### src/rtl/mem_arbiter_if.sv
// Bus bundle for mem_arbiter: requester handshake on one side, memory port on the other.
// slave = arbiter view; master = client/memory view.
interface mem_arbiter_if #(
  parameter int N_REQ = 2,
  parameter int AW    = 8,
  parameter int DW    = 8
);
  logic [N_REQ-1:0]    req;
  logic [N_REQ-1:0]    req_w;
  logic [AW*N_REQ-1:0] req_addr;
  logic [DW*N_REQ-1:0] req_wdata;
  logic [N_REQ-1:0]    gnt;
  logic [N_REQ-1:0]    ack;
  logic [DW-1:0]       rdata;
  logic                busy;
  logic [AW-1:0]       mem_addr;
  logic                mem_w;
  logic [DW-1:0]       mem_wdata;
  logic [DW-1:0]       mem_rdata;

  modport slave (
    input  req, req_w, req_addr, req_wdata, mem_rdata,
    output gnt, ack, rdata, busy, mem_addr, mem_w, mem_wdata
  );

  modport master (
    output req, req_w, req_addr, req_wdata, mem_rdata,
    input  gnt, ack, rdata, busy, mem_addr, mem_w, mem_wdata
  );
endinterface

### src/rtl/mem_arbiter.sv
// Serialises N_REQ requesters onto one synchronous single-port memory (IDLE -> ACCESS -> ACK).
// Define MEM_ARB_FIXED_PRIO_EN for fixed lowest-index priority instead of round-robin.
module mem_arbiter #(
  parameter int N_REQ = 2,
  parameter int AW    = 8,
  parameter int DW    = 8
) (
  input logic          clk,
  input logic          rst_n,
  mem_arbiter_if.slave bus
);
  localparam int IW = (N_REQ > 2) ? 2 : 1;

  typedef enum logic [1:0] {IDLE, ACCESS, ACK} state_t;

  state_t           state_q, state_d;
  logic [N_REQ-1:0] gnt_q, gnt_d;
  logic [N_REQ-1:0] ack_q, ack_d;
  logic [IW-1:0]    sel_q, sel_d;
  logic [IW-1:0]    last_q, last_d;
  logic             wr_q, wr_d;
  logic             busy_q, busy_d;
  logic [AW-1:0]    mem_addr_q, mem_addr_d;
  logic             mem_w_q, mem_w_d;
  logic [DW-1:0]    mem_wdata_q, mem_wdata_d;
  logic [DW-1:0]    rdata_q, rdata_d;

  logic             win_vld;
  logic [IW-1:0]    win;

  always_comb begin
    int unsigned idx;
    win_vld = 1'b0;
    win     = '0;
    idx     = 0;
    for (int unsigned i = 0; i < N_REQ; i++) begin
`ifdef MEM_ARB_FIXED_PRIO_EN
      idx = i;
`else
      idx = (32'(last_q) + 32'd1 + i) % N_REQ;
`endif
      if (!win_vld && bus.req[IW'(idx)]) begin
        win_vld = 1'b1;
        win     = IW'(idx);
      end
    end
  end

  always_comb begin
    state_d     = state_q;
    gnt_d       = gnt_q;
    ack_d       = '0;
    sel_d       = sel_q;
    last_d      = last_q;
    wr_d        = wr_q;
    mem_addr_d  = mem_addr_q;
    mem_w_d     = 1'b0;
    mem_wdata_d = mem_wdata_q;
    rdata_d     = rdata_q;
    unique case (state_q)
      IDLE: begin
        if (win_vld) begin
          state_d     = ACCESS;
          gnt_d       = N_REQ'(1) << win;
          sel_d       = win;
          wr_d        = bus.req_w[win];
          mem_w_d     = bus.req_w[win];
          mem_addr_d  = bus.req_addr[AW*win +: AW];
          mem_wdata_d = bus.req_wdata[DW*win +: DW];
        end
      end
      ACCESS: begin
        state_d = ACK;
        ack_d   = gnt_q;
`ifndef MEM_ARB_FIXED_PRIO_EN
        last_d  = sel_q;
`endif
      end
      ACK: begin
        state_d = IDLE;
        gnt_d   = '0;
        if (!wr_q) rdata_d = bus.mem_rdata;
      end
      default: state_d = IDLE;
    endcase
    busy_d = (state_d != IDLE);
  end

  always_ff @(posedge clk or negedge rst_n) begin
    if (!rst_n) begin
      state_q     <= IDLE;
      gnt_q       <= '0;
      ack_q       <= '0;
      sel_q       <= '0;
      last_q      <= IW'(N_REQ - 1);
      wr_q        <= 1'b0;
      busy_q      <= 1'b0;
      mem_addr_q  <= '0;
      mem_w_q     <= 1'b0;
      mem_wdata_q <= '0;
      rdata_q     <= '0;
    end else begin
      state_q     <= state_d;
      gnt_q       <= gnt_d;
      ack_q       <= ack_d;
      sel_q       <= sel_d;
      last_q      <= last_d;
      wr_q        <= wr_d;
      busy_q      <= busy_d;
      mem_addr_q  <= mem_addr_d;
      mem_w_q     <= mem_w_d;
      mem_wdata_q <= mem_wdata_d;
      rdata_q     <= rdata_d;
    end
  end

  assign bus.gnt       = gnt_q;
  assign bus.ack       = ack_q;
  assign bus.busy      = busy_q;
  assign bus.mem_addr  = mem_addr_q;
  assign bus.mem_w     = mem_w_q;
  assign bus.mem_wdata = mem_wdata_q;
  // Memory output is only valid during ACK, so read data bypasses the register in that
  // cycle; rdata_q captures it at the end of ACK and holds it until the next read.
  assign bus.rdata = (state_q == ACK && !wr_q) ? bus.mem_rdata : rdata_q;
endmodule

### src/flat_wrapper.sv
// flat-port wrapper written by rule: the top's interface ports become plain ports
module mem_arbiter_flat 
#(
  parameter int N_REQ = 2,
  parameter int AW    = 8,
  parameter int DW    = 8
)
  (clk, rst_n, bus_req, bus_req_w, bus_req_addr, bus_req_wdata, bus_mem_rdata, bus_gnt, bus_ack, bus_rdata, bus_busy, bus_mem_addr, bus_mem_w, bus_mem_wdata);
  mem_arbiter_if #(.N_REQ(N_REQ), .AW(AW), .DW(DW)) bus_i ();
  input logic clk;
  input logic rst_n;
  input wire logic [$bits(bus_i.req)-1:0] bus_req;
  input wire logic [$bits(bus_i.req_w)-1:0] bus_req_w;
  input wire logic [$bits(bus_i.req_addr)-1:0] bus_req_addr;
  input wire logic [$bits(bus_i.req_wdata)-1:0] bus_req_wdata;
  input wire logic [$bits(bus_i.mem_rdata)-1:0] bus_mem_rdata;
  output wire logic [$bits(bus_i.gnt)-1:0] bus_gnt;
  output wire logic [$bits(bus_i.ack)-1:0] bus_ack;
  output wire logic [$bits(bus_i.rdata)-1:0] bus_rdata;
  output wire logic [$bits(bus_i.busy)-1:0] bus_busy;
  output wire logic [$bits(bus_i.mem_addr)-1:0] bus_mem_addr;
  output wire logic [$bits(bus_i.mem_w)-1:0] bus_mem_w;
  output wire logic [$bits(bus_i.mem_wdata)-1:0] bus_mem_wdata;
  assign bus_i.req = bus_req;
  assign bus_i.req_w = bus_req_w;
  assign bus_i.req_addr = bus_req_addr;
  assign bus_i.req_wdata = bus_req_wdata;
  assign bus_i.mem_rdata = bus_mem_rdata;
  assign bus_gnt = bus_i.gnt;
  assign bus_ack = bus_i.ack;
  assign bus_rdata = bus_i.rdata;
  assign bus_busy = bus_i.busy;
  assign bus_mem_addr = bus_i.mem_addr;
  assign bus_mem_w = bus_i.mem_w;
  assign bus_mem_wdata = bus_i.mem_wdata;
  mem_arbiter #(.N_REQ(N_REQ), .AW(AW), .DW(DW)) u_core (.clk(clk), .rst_n(rst_n), .bus(bus_i));
endmodule
### config.mk
export PLATFORM = sky130hd
export DESIGN_NAME = mem_arbiter_flat
export DESIGN_NICKNAME = d
export VERILOG_FILES = /design/src/rtl/mem_arbiter_if.sv /design/src/rtl/mem_arbiter.sv /design/src/flat_wrapper.sv
export SDC_FILE = /design/constraint.sdc
export NUM_CORES = 1
export LEC_CHECK = 0
export CAP_MARGIN = 40
export CORE_AREA = 5 5 49 94
export DETAILED_ROUTE_END_ITERATION = 6
export DIE_AREA = 0 0 54 99
export DONT_BUFFER_PORTS = 1
export GPL_TIMING_DRIVEN = 0
export HOLD_SLACK_MARGIN = 0.08
export SLEW_MARGIN = 20
export SYNTH_ARGS = -nofsm -noshare
export SYNTH_HDL_FRONTEND = slang
export SYNTH_SLANG_ARGS = --single-unit
export TNS_END_PERCENT = 30
### constraint.sdc
create_clock -name clk -period 1.61 [get_ports clk]
set_clock_uncertainty 0.1 [all_clocks]
set_input_delay 0.161 -clock clk [delete_from_list [all_inputs] [get_ports clk]]
set_output_delay 0.161 -clock clk [all_outputs]
set_load 0.1 [all_outputs]
==> summary.md <==
| Metric | Value |
|---|---|
| Mapped Area | 1460 um^2 |
| Final setup fails | 11 |
| Layout fillers | 262 |
| CP peak stage delay | 0.44 ns |
| Req. time, crit path | 1.35 ns |
| Share of the clock period used by the worst path | 110% |
| Top-Level Pins | 76 |
| Share of post-route cells with drive strength above 1 | 24.9% |
| GRT Resource Usage Total | 18.1% |
| Max Clock Freq | 0.563 GHz |
| Library cells used by synthesis | 29 |
| Initial antenna violation count | 1 |
| TritonCTS sink count | 35 |
| Min-Delay Path Class | in2reg |
| Sequential cell area fraction in the yosys report | 60.0% |
| Failing checks | setup timing |
| Clk buf depth | 2 |
| Post-synth EDFFs | 0 |
| Count leader, synth | dfrtp_1 |
| Die ar. | 5350 um^2 |
| CP max stage cell | mux2_4 |
| Initial DRC count | 27 |
| DR WL/cell | 17.9 um |
| CP cell instances | nand2b_4, nor2_4, buf_12, mux2_4 |
| Crit-path max FO | 8 |
| Number of nets with antenna violations after routing | 0 |
| RSZ-0062 raised after global routing | yes |
| DR pass1 iterations | 4 |
| Clk pin slew, worst setup/hold paths | 0.07 ns |
| Max_slew headroom | 41.5% |
| TritonCTS clock tree | done |
| NumNets Final | 250 |
| Gr ovfl total | 0 |
| First-pass GRT wire length | 7090 um |
| WS Path Type | reg2out |
| Initial Utilization | 38.4% |
| WHS | 0.0988 ns |
| Post-Place Setup Slack | -0.290 ns |
| Status | complete, but fails checks |
| Final worst path period need | 1.78 ns |
| Synth Net Count | 167 |
| Largest net degree at the start of global routing | 36 |
| Post-synth ARST share | 100% |
| Die width | 54 um |
| YS warnings | 0 |
| Die height | 99 um |
| Seq cells post-synth | 35 |
| Post-synth top area cell | dfrtp_1 |
| Crit end category | output port |
| Top cells by count, synth | dfrtp_1, nand2_1, mux2_2 |
| Top cells by area, synth | dfrtp_1, mux2_2, a221o_1 |
| Fin worst setup slack | -0.167 ns |
| IO buf count | 0 |
| Hold Fails Final Rpt | 0 |
| Vias in the first global route | 1486 |
| Max-Cap Viols | 0 |
| CP top delay family | multiplexers |
| CTS root buf | clkbuf_8 |
| Syn avg cell area | 12.1 um^2 |
| Mapped Cells | 121 |
| CP Data Arrival Time | 1.52 ns |
| Core area | 3800 um^2 |
| Total Wirelength | 4600 um |
| Routability cong. | 0.788 |
| H-tree Lvls | 2 |
| Setup TNS | -1.35 ns |
| Site Rows | 32 |
| DRC Markers | 0 |
| Area share of the largest cell type after synthesis | 58.2% |
| TritonCTS buffer count | 5 |
| Area delta synth->final | 81.0% |
| Main synth FF type | dfrtp_1 |
| Mean number of vias per cell | 5.04 |
| Worst-skew pair later-pin latency | 0.28 ns |
| DP HPWL | 3000 um |
| Fin. max-slew vios | 0 |
| Setup crit start kind | register |
| Worst-Margin Slew | 0.878 ns |
| Buf/Inv on CP | 1 |
| DR vias | 1295 |
[cell usage in the layout, fill, tap and decap left out, types with 2 or more instances in the layout]
cell type | netlist | routed
a221o_1 | 8 | 8
nand2_1 | 17 | 17
and3_1 | 8 | 8
buf_6 | 3 | 3
buf_12 | 0 | 2
clkbuf_8 | 0 | 5
dlygate4sd3_1 | 0 | 36
dfrtp_1 | 34 | 34
buf_16 | 0 | 18
mux2_4 | 0 | 8
buf_1 | 0 | 18
buf_4 | 0 | 3
and2_1 | 2 | 2
a31oi_1 | 8 | 8
a21oi_1 | 8 | 8
clkbuf_1 | 1 | 3
inv_1 | 2 | 2
[tightest hold or removal path: cells and delay by family]
| family | cells | cell delay [ns] |
|---|---|---|
| and+or+nand+nor | 1 | 0.09 |
| AOI/OAI and AO/OA | 1 | 0.16 |
| buffers and inverters | 1 | 0.04 |
[state kept, by name, indices dropped and copies added (netlist names), 2 cells and up]
signal	count
u_core.bus.gnt	2
u_core.bus.ack	2
u_core.state_q	2
u_core.bus.mem_addr	8
u_core.bus.mem_wdata	8
u_core.rdata_q	8
[kinds of logic after synthesis]
group | after synthesis | share of synthesized area (%)
compound gates | 31 | 16.1
buf+inv | 10 | 4.37
flops | 35 | 60.0
mux | 9 | 6.94
simple gates | 36 | 12.6
[metal layers]
layer,up-vias,GRT usage (%),part of all wire [%],wire [um]
met5,-,0,0,0
met4,0,5.95,1.3,58
met3,7,5.45,8.6,394
met2,65,32.6,56,2570
met1,619,18.8,34,1580
li1,604,-,-,-
[cell type report]
class | count | area, um^2 | share of cell area [%]
Buffer | 7 | 58.8 | 2.22
Timing Repair Buffer | 76 | 978 | 37.0
Tap cell | 51 | 63.8 | 2.41
Antenna cell | 1 | 2.50 | 0.0946
Clock buffer | 8 | 80.1 | 3.03
Inverter | 3 | 11.3 | 0.426
Sequential cell | 35 | 877 | 33.2
Multi-Input combinational cell | 76 | 573 | 21.7
[stage by stage]
stage               std cells  util, %  area [um^2]
floorplan                 121        -         1460
global placement          172     40.1         1530
detailed placement        208     54.9         2090
CTS                       256     69.0         2630
global route              257     69.5         2650
finish                    257     69.5         2650
[final timing paths]
kind	start	end	slack, ns	cells after the start
worst min-delay path	bus_req[1]	u_core.bus.mem_w$_DFF_PN0_	0.1	3
min in group asynchronous	rst_n	u_core.bus.mem_wdata[6]$_DFFE_PN0P_	0.22	2
worst max register to register	u_core.state_q[0]$_DFF_PN0_	u_core.bus.mem_wdata[5]$_DFFE_PN0P_	-0.02	5
worst min register to register	u_core.sel_q$_DFFE_PN0P_	u_core.sel_q$_DFFE_PN0P_	0.43	1
max in group asynchronous	rst_n	u_core.last_q$_DFFE_PN1N_	0.94	2
worst max-delay path	u_core.state_q[0]$_DFF_PN0_	bus_rdata[5]	-0.17	4
[timing repair]
item                       4_1_cts  5_1_grt
hold buffers                    37        0
hold endpoints to repair        53        0
gates resized for setup         11        7
buffers inserted                 3        0
setup endpoints to repair       23       26
pin swaps                        1        1
Power is left out: the tool's default activity adds up to more than one toggle a clock period on the data nets, which glitch-free logic cannot reach.
